## config.mk

```make
export PLATFORM = sky130hd
export DESIGN_NAME = tl_buffer_param
export DESIGN_NICKNAME = d
export VERILOG_FILES = /design/src/rtl/tl_buf_pkg.sv /design/src/rtl/tl_buffer_param_queue.sv /design/src/rtl/tl_buffer_param.sv
export SDC_FILE = /design/constraint.sdc
export NUM_CORES = 1
export LEC_CHECK = 0
export ABC_AREA = 1
export BUFFER_PORTS_ARGS = -buffer_cell sky130_fd_sc_hd__buf_2
export CORE_AREA = 2 2 350 352
export CTS_CLUSTER_SIZE = 24
export DETAILED_ROUTE_END_ITERATION = 16
export DIE_AREA = 0 0 352 354
export HOLD_SLACK_MARGIN = 0.05
export PLACE_DENSITY_LB_ADDON = 0.3
export SETUP_SLACK_MARGIN = 0.5
export SYNTH_ARGS = -nofsm -noshare
export SYNTH_HDL_FRONTEND = slang
export SYNTH_SLANG_ARGS = --single-unit
export TNS_END_PERCENT = 30
```

## constraint.sdc

```tcl
create_clock -name clock -period 7.7 [get_ports clock]
set_input_delay 1.54 -clock clock [delete_from_list [all_inputs] [get_ports clock]]
set_output_delay 1.54 -clock clock [all_outputs]
set_load 0.01 [all_outputs]
```

## src/rtl/tl_buf_pkg.sv

```systemverilog
// Shared definitions for the parametrised TileLink-C channel buffer:
// per-channel payload widths, channel index enum and occupancy width helper.
package tl_buf_pkg;

  localparam int TL_OPCODE_W  = 3;
  localparam int TL_PARAM_AC_W = 3;
  localparam int TL_PARAM_BD_W = 2;
  localparam int TL_SIZE_W    = 4;
  localparam int TL_SOURCE_W  = 4;
  localparam int TL_ADDR_W    = 32;
  localparam int TL_MASK_W    = 8;
  localparam int TL_DATA_W    = 64;
  localparam int TL_SINK_W    = 3;
  localparam int TL_FLAG_W    = 1;  // corrupt / denied

  // A: opcode, param, size, source, address, mask, data, corrupt
  localparam int A_W = TL_OPCODE_W + TL_PARAM_AC_W + TL_SIZE_W + TL_SOURCE_W +
                       TL_ADDR_W + TL_MASK_W + TL_DATA_W + TL_FLAG_W;
  // B: opcode, param, size, source, address, mask, data, corrupt
  localparam int B_W = TL_OPCODE_W + TL_PARAM_BD_W + TL_SIZE_W + TL_SOURCE_W +
                       TL_ADDR_W + TL_MASK_W + TL_DATA_W + TL_FLAG_W;
  // C: opcode, param, size, source, address, data, corrupt
  localparam int C_W = TL_OPCODE_W + TL_PARAM_AC_W + TL_SIZE_W + TL_SOURCE_W +
                       TL_ADDR_W + TL_DATA_W + TL_FLAG_W;
  // D: opcode, param, size, source, sink, denied, data, corrupt
  localparam int D_W = TL_OPCODE_W + TL_PARAM_BD_W + TL_SIZE_W + TL_SOURCE_W +
                       TL_SINK_W + TL_FLAG_W + TL_DATA_W + TL_FLAG_W;
  // E: sink
  localparam int E_W = TL_SINK_W;

  localparam int NUM_CH = 5;

  typedef enum logic [2:0] {
    CH_A = 3'd0,
    CH_B = 3'd1,
    CH_C = 3'd2,
    CH_D = 3'd3,
    CH_E = 3'd4
  } tl_chan_e;

  // Width of an occupancy counter able to hold 0..depth (1 bit for wire-through).
  function automatic int occ_w(input int depth);
    if (depth <= 0) begin
      return 1;
    end else begin
      return $clog2(depth + 1);
    end
  endfunction

endpackage

```

## src/rtl/tl_buffer_param_queue.sv

```systemverilog
// Single-channel circular queue used by tl_buffer_param.
// DEPTH=0 is a pure wire; FLOW lets an empty queue forward in the same
// cycle; PIPE lets a full queue accept while it is being drained.
module tl_chan_queue
  import tl_buf_pkg::*;
#(
  parameter int WIDTH = 8,
  parameter int DEPTH = 2,
  parameter bit FLOW  = 1'b0,
  parameter bit PIPE  = 1'b0,
  localparam int CW   = occ_w(DEPTH)
) (
  input  logic             clock,
  input  logic             reset,
  input  logic             i_enq_valid,
  output logic             o_enq_ready,
  input  logic [WIDTH-1:0] i_enq_bits,
  output logic             o_deq_valid,
  input  logic             i_deq_ready,
  output logic [WIDTH-1:0] o_deq_bits,
  output logic [CW-1:0]    o_count
);

  if (DEPTH == 0) begin : g_wire
    logic w_unused;
    assign w_unused    = ^{clock, reset, FLOW, PIPE};
    assign o_deq_valid = i_enq_valid;
    assign o_deq_bits  = i_enq_bits;
    assign o_enq_ready = i_deq_ready;
    assign o_count     = '0;
  end else begin : g_buf
    localparam int PW = (DEPTH > 1) ? $clog2(DEPTH) : 1;

    logic [WIDTH-1:0] r_mem [DEPTH];
    logic [PW-1:0]    r_wptr;
    logic [PW-1:0]    r_rptr;
    logic [CW-1:0]    r_count;

    logic w_empty;
    logic w_full;
    logic w_flow;
    logic w_enq_fire;
    logic w_deq_fire;
    logic w_write;
    logic w_read;

    assign w_empty = (r_count == '0);
    assign w_full  = (r_count == CW'(DEPTH));
    // An empty flow queue passes the enq beat straight through.
    assign w_flow  = FLOW && w_empty;

    // Valid is qualified by reset so queued beats vanish as soon as reset asserts.
    assign o_deq_valid = reset && (!w_empty || (FLOW && i_enq_valid));
    assign o_deq_bits  = w_flow ? i_enq_bits : r_mem[r_rptr];
    assign o_enq_ready = !w_full || (PIPE && i_deq_ready);
    assign o_count     = r_count;

    assign w_enq_fire = i_enq_valid && o_enq_ready;
    assign w_deq_fire = o_deq_valid && i_deq_ready;
    // A beat that flows through in the same cycle never touches storage.
    assign w_write    = w_enq_fire && !(w_flow && w_deq_fire);
    assign w_read     = w_deq_fire && !w_empty;

    // Pointer and occupancy state; pointers wrap at DEPTH-1 for any depth.
    always_ff @(posedge clock or negedge reset) begin
      if (!reset) begin
        r_wptr  <= '0;
        r_rptr  <= '0;
        r_count <= '0;
      end else begin
        if (w_write) begin
          r_wptr <= (r_wptr == PW'(DEPTH - 1)) ? '0 : r_wptr + 1'b1;
        end
        if (w_read) begin
          r_rptr <= (r_rptr == PW'(DEPTH - 1)) ? '0 : r_rptr + 1'b1;
        end
        case ({w_write, w_read})
          2'b10:   r_count <= r_count + 1'b1;
          2'b01:   r_count <= r_count - 1'b1;
          default: r_count <= r_count;
        endcase
      end
    end

    // Payload storage; contents are intentionally left unreset.
    always_ff @(posedge clock) begin
      if (w_write) begin
        r_mem[r_wptr] <= i_enq_bits;
      end
    end
  end

endmodule

```

## src/rtl/tl_buffer_param.sv

```systemverilog
// Parametrised TileLink-C buffer: one tl_chan_queue per channel between the
// client ("in") and manager ("out") ports, plus occupancy and idle status.
// Optional: define TL_BUFFER_STALL_CHECK_EN to add the enq-side stability
// checker and its sticky proto_err output.
module tl_buffer_param
  import tl_buf_pkg::*;
#(
  parameter int       DEPTH_A   = 2,
  parameter int       DEPTH_B   = 2,
  parameter int       DEPTH_C   = 2,
  parameter int       DEPTH_D   = 2,
  parameter int       DEPTH_E   = 2,
  parameter bit [4:0] FLOW_MASK = 5'b00000,
  parameter bit [4:0] PIPE_MASK = 5'b00000
) (
  input  logic                        clock,
  input  logic                        reset,
  input  logic                        in_a_valid,
  output logic                        in_a_ready,
  input  logic [A_W-1:0]              in_a_bits,
  output logic                        out_a_valid,
  input  logic                        out_a_ready,
  output logic [A_W-1:0]              out_a_bits,
  input  logic                        out_b_valid,
  output logic                        out_b_ready,
  input  logic [B_W-1:0]              out_b_bits,
  output logic                        in_b_valid,
  input  logic                        in_b_ready,
  output logic [B_W-1:0]              in_b_bits,
  input  logic                        in_c_valid,
  output logic                        in_c_ready,
  input  logic [C_W-1:0]              in_c_bits,
  output logic                        out_c_valid,
  input  logic                        out_c_ready,
  output logic [C_W-1:0]              out_c_bits,
  input  logic                        out_d_valid,
  output logic                        out_d_ready,
  input  logic [D_W-1:0]              out_d_bits,
  output logic                        in_d_valid,
  input  logic                        in_d_ready,
  output logic [D_W-1:0]              in_d_bits,
  input  logic                        in_e_valid,
  output logic                        in_e_ready,
  input  logic [E_W-1:0]              in_e_bits,
  output logic                        out_e_valid,
  input  logic                        out_e_ready,
  output logic [E_W-1:0]              out_e_bits,
  output logic [occ_w(DEPTH_A)-1:0]   occ_a,
  output logic [occ_w(DEPTH_B)-1:0]   occ_b,
  output logic [occ_w(DEPTH_C)-1:0]   occ_c,
  output logic [occ_w(DEPTH_D)-1:0]   occ_d,
  output logic [occ_w(DEPTH_E)-1:0]   occ_e,
`ifdef TL_BUFFER_STALL_CHECK_EN
  output logic                        proto_err,
`endif
  output logic                        idle
);

  tl_chan_queue #(.WIDTH(A_W), .DEPTH(DEPTH_A), .FLOW(FLOW_MASK[CH_A]), .PIPE(PIPE_MASK[CH_A])) u_q_a (
    .clock(clock), .reset(reset),
    .i_enq_valid(in_a_valid), .o_enq_ready(in_a_ready), .i_enq_bits(in_a_bits),
    .o_deq_valid(out_a_valid), .i_deq_ready(out_a_ready), .o_deq_bits(out_a_bits),
    .o_count(occ_a)
  );

  tl_chan_queue #(.WIDTH(B_W), .DEPTH(DEPTH_B), .FLOW(FLOW_MASK[CH_B]), .PIPE(PIPE_MASK[CH_B])) u_q_b (
    .clock(clock), .reset(reset),
    .i_enq_valid(out_b_valid), .o_enq_ready(out_b_ready), .i_enq_bits(out_b_bits),
    .o_deq_valid(in_b_valid), .i_deq_ready(in_b_ready), .o_deq_bits(in_b_bits),
    .o_count(occ_b)
  );

  tl_chan_queue #(.WIDTH(C_W), .DEPTH(DEPTH_C), .FLOW(FLOW_MASK[CH_C]), .PIPE(PIPE_MASK[CH_C])) u_q_c (
    .clock(clock), .reset(reset),
    .i_enq_valid(in_c_valid), .o_enq_ready(in_c_ready), .i_enq_bits(in_c_bits),
    .o_deq_valid(out_c_valid), .i_deq_ready(out_c_ready), .o_deq_bits(out_c_bits),
    .o_count(occ_c)
  );

  tl_chan_queue #(.WIDTH(D_W), .DEPTH(DEPTH_D), .FLOW(FLOW_MASK[CH_D]), .PIPE(PIPE_MASK[CH_D])) u_q_d (
    .clock(clock), .reset(reset),
    .i_enq_valid(out_d_valid), .o_enq_ready(out_d_ready), .i_enq_bits(out_d_bits),
    .o_deq_valid(in_d_valid), .i_deq_ready(in_d_ready), .o_deq_bits(in_d_bits),
    .o_count(occ_d)
  );

  tl_chan_queue #(.WIDTH(E_W), .DEPTH(DEPTH_E), .FLOW(FLOW_MASK[CH_E]), .PIPE(PIPE_MASK[CH_E])) u_q_e (
    .clock(clock), .reset(reset),
    .i_enq_valid(in_e_valid), .o_enq_ready(in_e_ready), .i_enq_bits(in_e_bits),
    .o_deq_valid(out_e_valid), .i_deq_ready(out_e_ready), .o_deq_bits(out_e_bits),
    .o_count(occ_e)
  );

  // Wire-through channels report zero occupancy, so they count as empty here.
  assign idle = (occ_a == '0) && (occ_b == '0) && (occ_c == '0) &&
                (occ_d == '0) && (occ_e == '0);

`ifdef TL_BUFFER_STALL_CHECK_EN
  logic [NUM_CH-1:0] w_stall;
  logic [NUM_CH-1:0] w_viol;
  logic [NUM_CH-1:0] r_stall;
  logic              r_proto_err;
  logic [A_W-1:0]    r_prev_a;
  logic [B_W-1:0]    r_prev_b;
  logic [C_W-1:0]    r_prev_c;
  logic [D_W-1:0]    r_prev_d;
  logic [E_W-1:0]    r_prev_e;

  assign w_stall[CH_A] = in_a_valid  && !in_a_ready;
  assign w_stall[CH_B] = out_b_valid && !out_b_ready;
  assign w_stall[CH_C] = in_c_valid  && !in_c_ready;
  assign w_stall[CH_D] = out_d_valid && !out_d_ready;
  assign w_stall[CH_E] = in_e_valid  && !in_e_ready;

  // A beat stalled last cycle must still be offered, with identical bits.
  assign w_viol[CH_A] = r_stall[CH_A] && (!in_a_valid  || (in_a_bits  != r_prev_a));
  assign w_viol[CH_B] = r_stall[CH_B] && (!out_b_valid || (out_b_bits != r_prev_b));
  assign w_viol[CH_C] = r_stall[CH_C] && (!in_c_valid  || (in_c_bits  != r_prev_c));
  assign w_viol[CH_D] = r_stall[CH_D] && (!out_d_valid || (out_d_bits != r_prev_d));
  assign w_viol[CH_E] = r_stall[CH_E] && (!in_e_valid  || (in_e_bits  != r_prev_e));

  // Track stall state per channel and latch any violation until reset.
  always_ff @(posedge clock or negedge reset) begin
    if (!reset) begin
      r_stall     <= '0;
      r_proto_err <= 1'b0;
    end else begin
      r_stall <= w_stall;
      if (|w_viol) begin
        r_proto_err <= 1'b1;
      end
    end
  end

  // Snapshot of the offered enq bits for next-cycle comparison.
  always_ff @(posedge clock) begin
    r_prev_a <= in_a_bits;
    r_prev_b <= out_b_bits;
    r_prev_c <= in_c_bits;
    r_prev_d <= out_d_bits;
    r_prev_e <= in_e_bits;
  end

  assign proto_err = r_proto_err;

`ifndef SYNTHESIS
  // Flag a stability violation in simulation as soon as it is observed.
  always_ff @(posedge clock) begin
    if (reset) begin
      assert (w_viol == '0);
    end
  end
`endif
`endif

endmodule

```

==> impl_results.md, run 1 <==
- Outcome: completed
- Port-buffer cells: 898
- TritonCTS buffer count: 95
- Routed len/inst: 17.9 um
- Fin cells: 5070
- CP required: 6.16 ns
- Fin. max-slew vios: 0
- Synth Instances: 2425
- Hold WC Path Type: reg -> reg
- Synthesis-to-layout area growth: 28.9%
- Routed Antenna Nets: 0
- RSZ-0062 raised after global routing: false
- CTS Hold Bufs: 0
- Dpl cells: 4873
- Detailed Routing Iterations Pass 1: 5
- Post-CTS setup buffers: 0
- Fmax: 0.209 GHz
- Period minus WS final: 4.77 ns
- Initial antenna violation count: 40
- Syn. warnings: 0
- First-pass GRT wire length: 129000 um
- Starting Density: 26.9%
- Max-cap viol count: 0
- Die W: 352 um
- Total grt overflow: 0
- Worst setup EP type: primary output
- Tcrit/Tclk final: 62.0%
- CP Launch Type: flop
- Yosys reg bits: 886
- Vias: 21000
- Die area: 125000 sq um
- Peak supply drop: 0.226 mV
- Clk sinks: 886
- CTS tree: built
- H-tree Lvls: 3
- Total Wirelength: 90800 um
- Pwr/cell area: 395 nW/um^2
- Largest net degree at the start of global routing: 120
- CTS max path bufs: 3
- Met3 wire len: 7800 um
- Total negative slack: 0 ns
- Critical path class: reg -> out
- Top layer in use: met5
- Metal2 WL: 45400 um
- Final hold vios: 0
- Vias in the first global route: 20100
- Final setup fails: 0
- Initial drt markers: 1272
- Setup Skew: 0.0256 ns
- Synth cell types: 15
- Root buf cell: clkbuf_16
- Syn nets: 2875
- Sequential share of the synthesized area: 81.4%
- # IOs: 899
- Synthesized area: 32600 sq um
- Cts repair resizes: 0
- Slew Limit Headroom: 26.0%
- Std cell rows: 128
- Critical Path AT: 3.23 ns
- Crit-path max FO: 64
- Final #Nets: 3795
- Post-Route M1 WL: 34000 um
- Worst-Margin Slew: 1.11 ns
- DP Wirelength: 62600 um
- Fill cells: 11900
- Vias per inst: 4.13
- Clk pin slew, worst setup/hold paths: 0.06 ns
- Routability congestion estimate: 0.856
- GRT Total Usage: 13.9%
- Residual DRC: 0
- Leak pwr: 0.0178 uW
- Placeable Area: 121000 sq um
- Share of layout cells above drive strength 1: 31.3%
- Worst-Skew Late Latency: 0.66 ns
- Syn avg cell area: 13.4 sq um
- Die height: 354 um
[Yosys cell counts]
library cell  count  area share, %
nand3_1          11           0.17
nand2_1        1345             16
buf_2            72            1.1
inv_1            34           0.39
dfrtp_1          20            1.5
a21oi_1           5          0.077
ha_1              5           0.19
buf_6             1          0.035
edfxtp_1        866             80
clkbuf_1          4          0.046
nor2_1           26           0.30
inv_2             2          0.023
xnor2_1           5           0.13
nand4_1          10           0.19
buf_4            19           0.44
[where the power goes]
part	switching [uW]	internal (uW)	total, uW
clock	1850	2630	4480
combinational	3550	1530	5080
sequential	405	6590	7000
total	5810	10800	16600
[sequential cells by signal, indices dropped and copies added (netlist names)]
register / flops
u_q_d.g_buf.r_wptr: 1
u_q_d.g_buf.r_rptr: 1
u_q_b.g_buf.r_wptr: 1
u_q_b.g_buf.r_rptr: 1
u_q_d.g_buf.r_mem: 164
u_q_a.o_count: 2
u_q_e.g_buf.r_mem: 6
u_q_e.o_count: 2
u_q_c.o_count: 2
u_q_a.g_buf.r_rptr: 1
u_q_b.g_buf.r_mem: 236
u_q_c.g_buf.r_rptr: 1
u_q_c.g_buf.r_wptr: 1
u_q_c.g_buf.r_mem: 222
u_q_e.g_buf.r_rptr: 1
u_q_d.o_count: 2
u_q_e.g_buf.r_wptr: 1
u_q_a.g_buf.r_wptr: 1
u_q_a.g_buf.r_mem: 238
u_q_b.o_count: 2
[metrics by stage]
step           power [uW]  area [sq um]  utilization [%]  setup WS [ns]  hold WS (ns)
2_1_floorplan        9960         32600                -          0.515         0.485
3_3_place_gp        12300         38800             32.1           3.56         0.501
3_5_place_dp        12300         38800             32.1           3.54         0.515
4_1_cts             16900         41900             34.7           2.83         0.529
5_1_grt             17500         42000             34.7           2.66         0.569
6_report            16600         42000             34.7           2.93         0.520
[worst max-delay path: stages, from the launching register on]
cell,delay [ns]
dfrtp_4,0.74
inv_4,0.71
buf_4,0.62
nand2_1,0.14
nand2_1,0.09
buf_2,0.13
[placed cells by master, fill, tap and decap left out, drive strengths merged]
| master | instances |
|---|---|
| clkinvlp | 5 |
| dfrtp | 20 |
| clkbuf | 113 |
| nand4 | 10 |
| nand3 | 11 |
| xnor2 | 5 |
| bufinv | 10 |
| nand2 | 1345 |
| ha | 5 |
| a21oi | 5 |
| clkinv | 41 |
| nor2 | 26 |
| edfxtp | 866 |
| buf | 919 |
| inv | 40 |
| diode | 24 |
[path summary, 6_finish.rpt]
| kind | from | end | slack [ns] | cells past startpoint |
|---|---|---|---|---|
| setup / recovery | u_q_b.g_buf.r_rptr | in_b_bits[80] | 2.93 | 5 |
| hold / removal | u_q_e.g_buf.r_wptr | u_q_e.g_buf.r_wptr | 0.52 | 2 |
| setup reg to reg | u_q_c.o_count[0] | u_q_c.g_buf.r_mem[1][13] | 4.72 | 6 |
| hold reg to reg | u_q_e.g_buf.r_wptr | u_q_e.g_buf.r_wptr | 0.52 | 2 |
| max in group asynchronous | reset | u_q_c.g_buf.r_rptr | 6.24 | 2 |
| min in group asynchronous | reset | u_q_a.o_count[0] | 0.71 | 1 |
[cell type report]
class / instances / area [sq um] / share of cell area (%)
antenna: 24 / 60.1 / 0.143
clock buffer: 113 / 2470 / 5.88
clock inverter: 60 / 611 / 1.45
inverter: 36 / 141 / 0.337
multi-input combinational: 1407 / 5460 / 13.0
sequential: 886 / 26500 / 63.2
tap: 1625 / 2030 / 4.84
timing repair buffer: 919 / 4690 / 11.2
[layer usage]
layer  up-vias  track usage, %
met2       706            23.4
met4        34            6.58
met1      9956            15.4
li1      10100               -
met3       196            5.40
met5         -               0
[logic make-up (layout without fill, tap and decap cells)]
kind of cell | after synthesis | in the layout | share of synthesized area (%)
xor gates and xnor gates | 5 | 5 | 0.134
AOI/OAI and AO/OA | 5 | 5 | 0.0768
adders and majority gates | 5 | 5 | 0.192
buffers and inverters | 132 | 1128 | 2.04
other | 0 | 24 | 0
and+or+nand+nor | 1392 | 1392 | 16.2
DFF | 886 | 886 | 81.4
(Power assumes the default switching activity.)
==> run 2: changes to the inputs <==
==> constraint.sdc (replaced) <==
create_clock -name clock -period 4.4 [get_ports clock]
set_input_delay 0.88 -clock clock [delete_from_list [all_inputs] [get_ports clock]]
set_output_delay 0.88 -clock clock [all_outputs]
set_load 0.01 [all_outputs]
==> impl_results.md, run 2 (synthesis results as in run 1) <==
- Initial antenna violation count: 37
- CTS max path bufs: 3
- Setup Skew: 0.0164 ns
- Pwr/cell area: 692 nW/um^2
- Vias per inst: 4.15
- Port-buffer cells: 898
- Std cell rows: 128
- Placeable Area: 121000 sq um
- Leak pwr: 0.0180 uW
- Crit-path cells: nor2_1, nand3_1, nor2_1, buf_2
- Total grt overflow: 0
- Largest Register: u_q_a.g_buf.r_mem
- Vias in the first global route: 20600
- Initial drt markers: 1329
- Detailed Routing Iterations Pass 1: 6
- Routability congestion estimate: 0.835
- Residual DRC: 0
- Final #Nets: 3821
- Die area: 125000 sq um
- CTS tree: built
- Die height: 354 um
- Routed Antenna Nets: 0
- Tcrit/Tclk final: 78.9%
- Most frequent cells in the layout: 1345 x nand2_1, 898 x buf_2, 866 x edfxtp_1
- Setup crit start: u_q_e.o_count[0]
- Synthesis-to-layout area growth: 30.0%
- Clk sinks: 886
- CP top delay family: simple AND/OR/NAND/NOR gates
- Master of the slowest instance on the critical path: nor2_1
- Fin area: 42300 sq um
- Clk pin slew, worst setup/hold paths: 0.06 ns
- First-pass GRT wire length: 133000 um
- RSZ-0062 raised after global routing: false
- Max incr delay on CP: 0.54 ns
- Commonest non-fill, non-tap cell in the layout: nand2_1
- Largest register FFs: 238
- TritonCTS buffer count: 97
- GRT Total Usage: 14.3%
- Largest net degree at the start of global routing: 120
- Final hold vios: 0
- Slew Limit Headroom: 34.0%
- Starting Density: 26.9%
- Worst hold margin: 0.283 ns
- CP Launch Type: flop
- Worst Path Buf+Inv: 1
- Fin. max-slew vios: 0
- Critical path class: reg -> out
- Crit-path max FO: 5
- Period minus WS final: 3.47 ns
- Max-cap viol count: 0
- Total Wirelength: 92500 um
- Fin cells: 5095
- Post-route core utilization: 35.0%
- Fmax: 0.288 GHz
- CP required: 3.52 ns
- Post-CTS setup buffers: 0
- Outcome: completed
- Vias: 21100
- Worst setup EP type: primary output
- Share of layout cells above drive strength 1: 31.7%
- Peak supply drop: 0.356 mV
- Critical Path AT: 2.59 ns
- Final setup fails: 0
- Most common cell on crit path: nor2_1
- Routed len/inst: 18.2 um
- DP Wirelength: 64600 um
- Root buf cell: clkbuf_16
- Die W: 352 um
- Worst-Skew Late Latency: 0.66 ns
- Dpl cells: 4897
- Biggest regs: u_q_a.g_buf.r_mem: 238 flops, u_q_b.g_buf.r_mem: 236 flops, u_q_c.g_buf.r_mem: 222 flops
- # IOs: 899
- CTS Hold Bufs: 0
- Area after DPL: 39200 sq um
- H-tree Lvls: 3
- Cts repair resizes: 0
- Hold WC Path Type: in -> async
- Worst r2r src: u_q_b.o_count[0]
- Worst-Margin Slew: 0.989 ns
run 2: per-layer routing:
metal,wire length (um),global-route usage [%]
met4,2710,4.92
met5,146,0
met3,7820,5.04
met2,47600,25.3
met1,34300,15.8
run 2: path summary, 6_finish.rpt:
kind | to | slack [ns] | cells past startpoint
setup / recovery | idle | 0.93 | 4
hold reg to reg | u_q_e.g_buf.r_wptr | 0.51 | 2
setup reg to reg | u_q_b.g_buf.r_mem[0][24] | 1.67 | 5
max in group asynchronous | u_q_a.g_buf.r_rptr | 3.72 | 2
min in group clock | u_q_b.g_buf.r_mem[1][106] | 0.40 | 1
hold / removal | u_q_c.g_buf.r_wptr | 0.28 | 2
run 2: per-stage QoR:
step / setup slack, ns / total power (uW) / setup TNS (ns)
after floorplan: -0.522 / 17300 / -57.13
after global placement: 1.53 / 21700 / 0
after detailed placement: 1.51 / 21700 / 0
after CTS: 0.756 / 29800 / 0
after global routing: 0.732 / 31000 / 0
final: 0.929 / 29300 / 0
run 2: layout make-up:
| type | instances | area (sq um) |
|---|---|---|
| sequential | 886 | 26500 |
| clock inverter | 54 | 587 |
| multi-input combinational | 1407 | 5460 |
| tap | 1625 | 2030 |
| timing repair buffer | 943 | 5010 |
| antenna | 20 | 50.0 |
| fill | 11900 | 78600 |
| inverter | 36 | 140 |
| clock buffer | 124 | 2550 |
run 2: report_power, final:
group | switching [uW] | internal [uW] | total (uW)
combinational | 6330 | 2860 | 9190
clock | 3300 | 4700 | 8000
sequential | 614 | 11500 | 12100
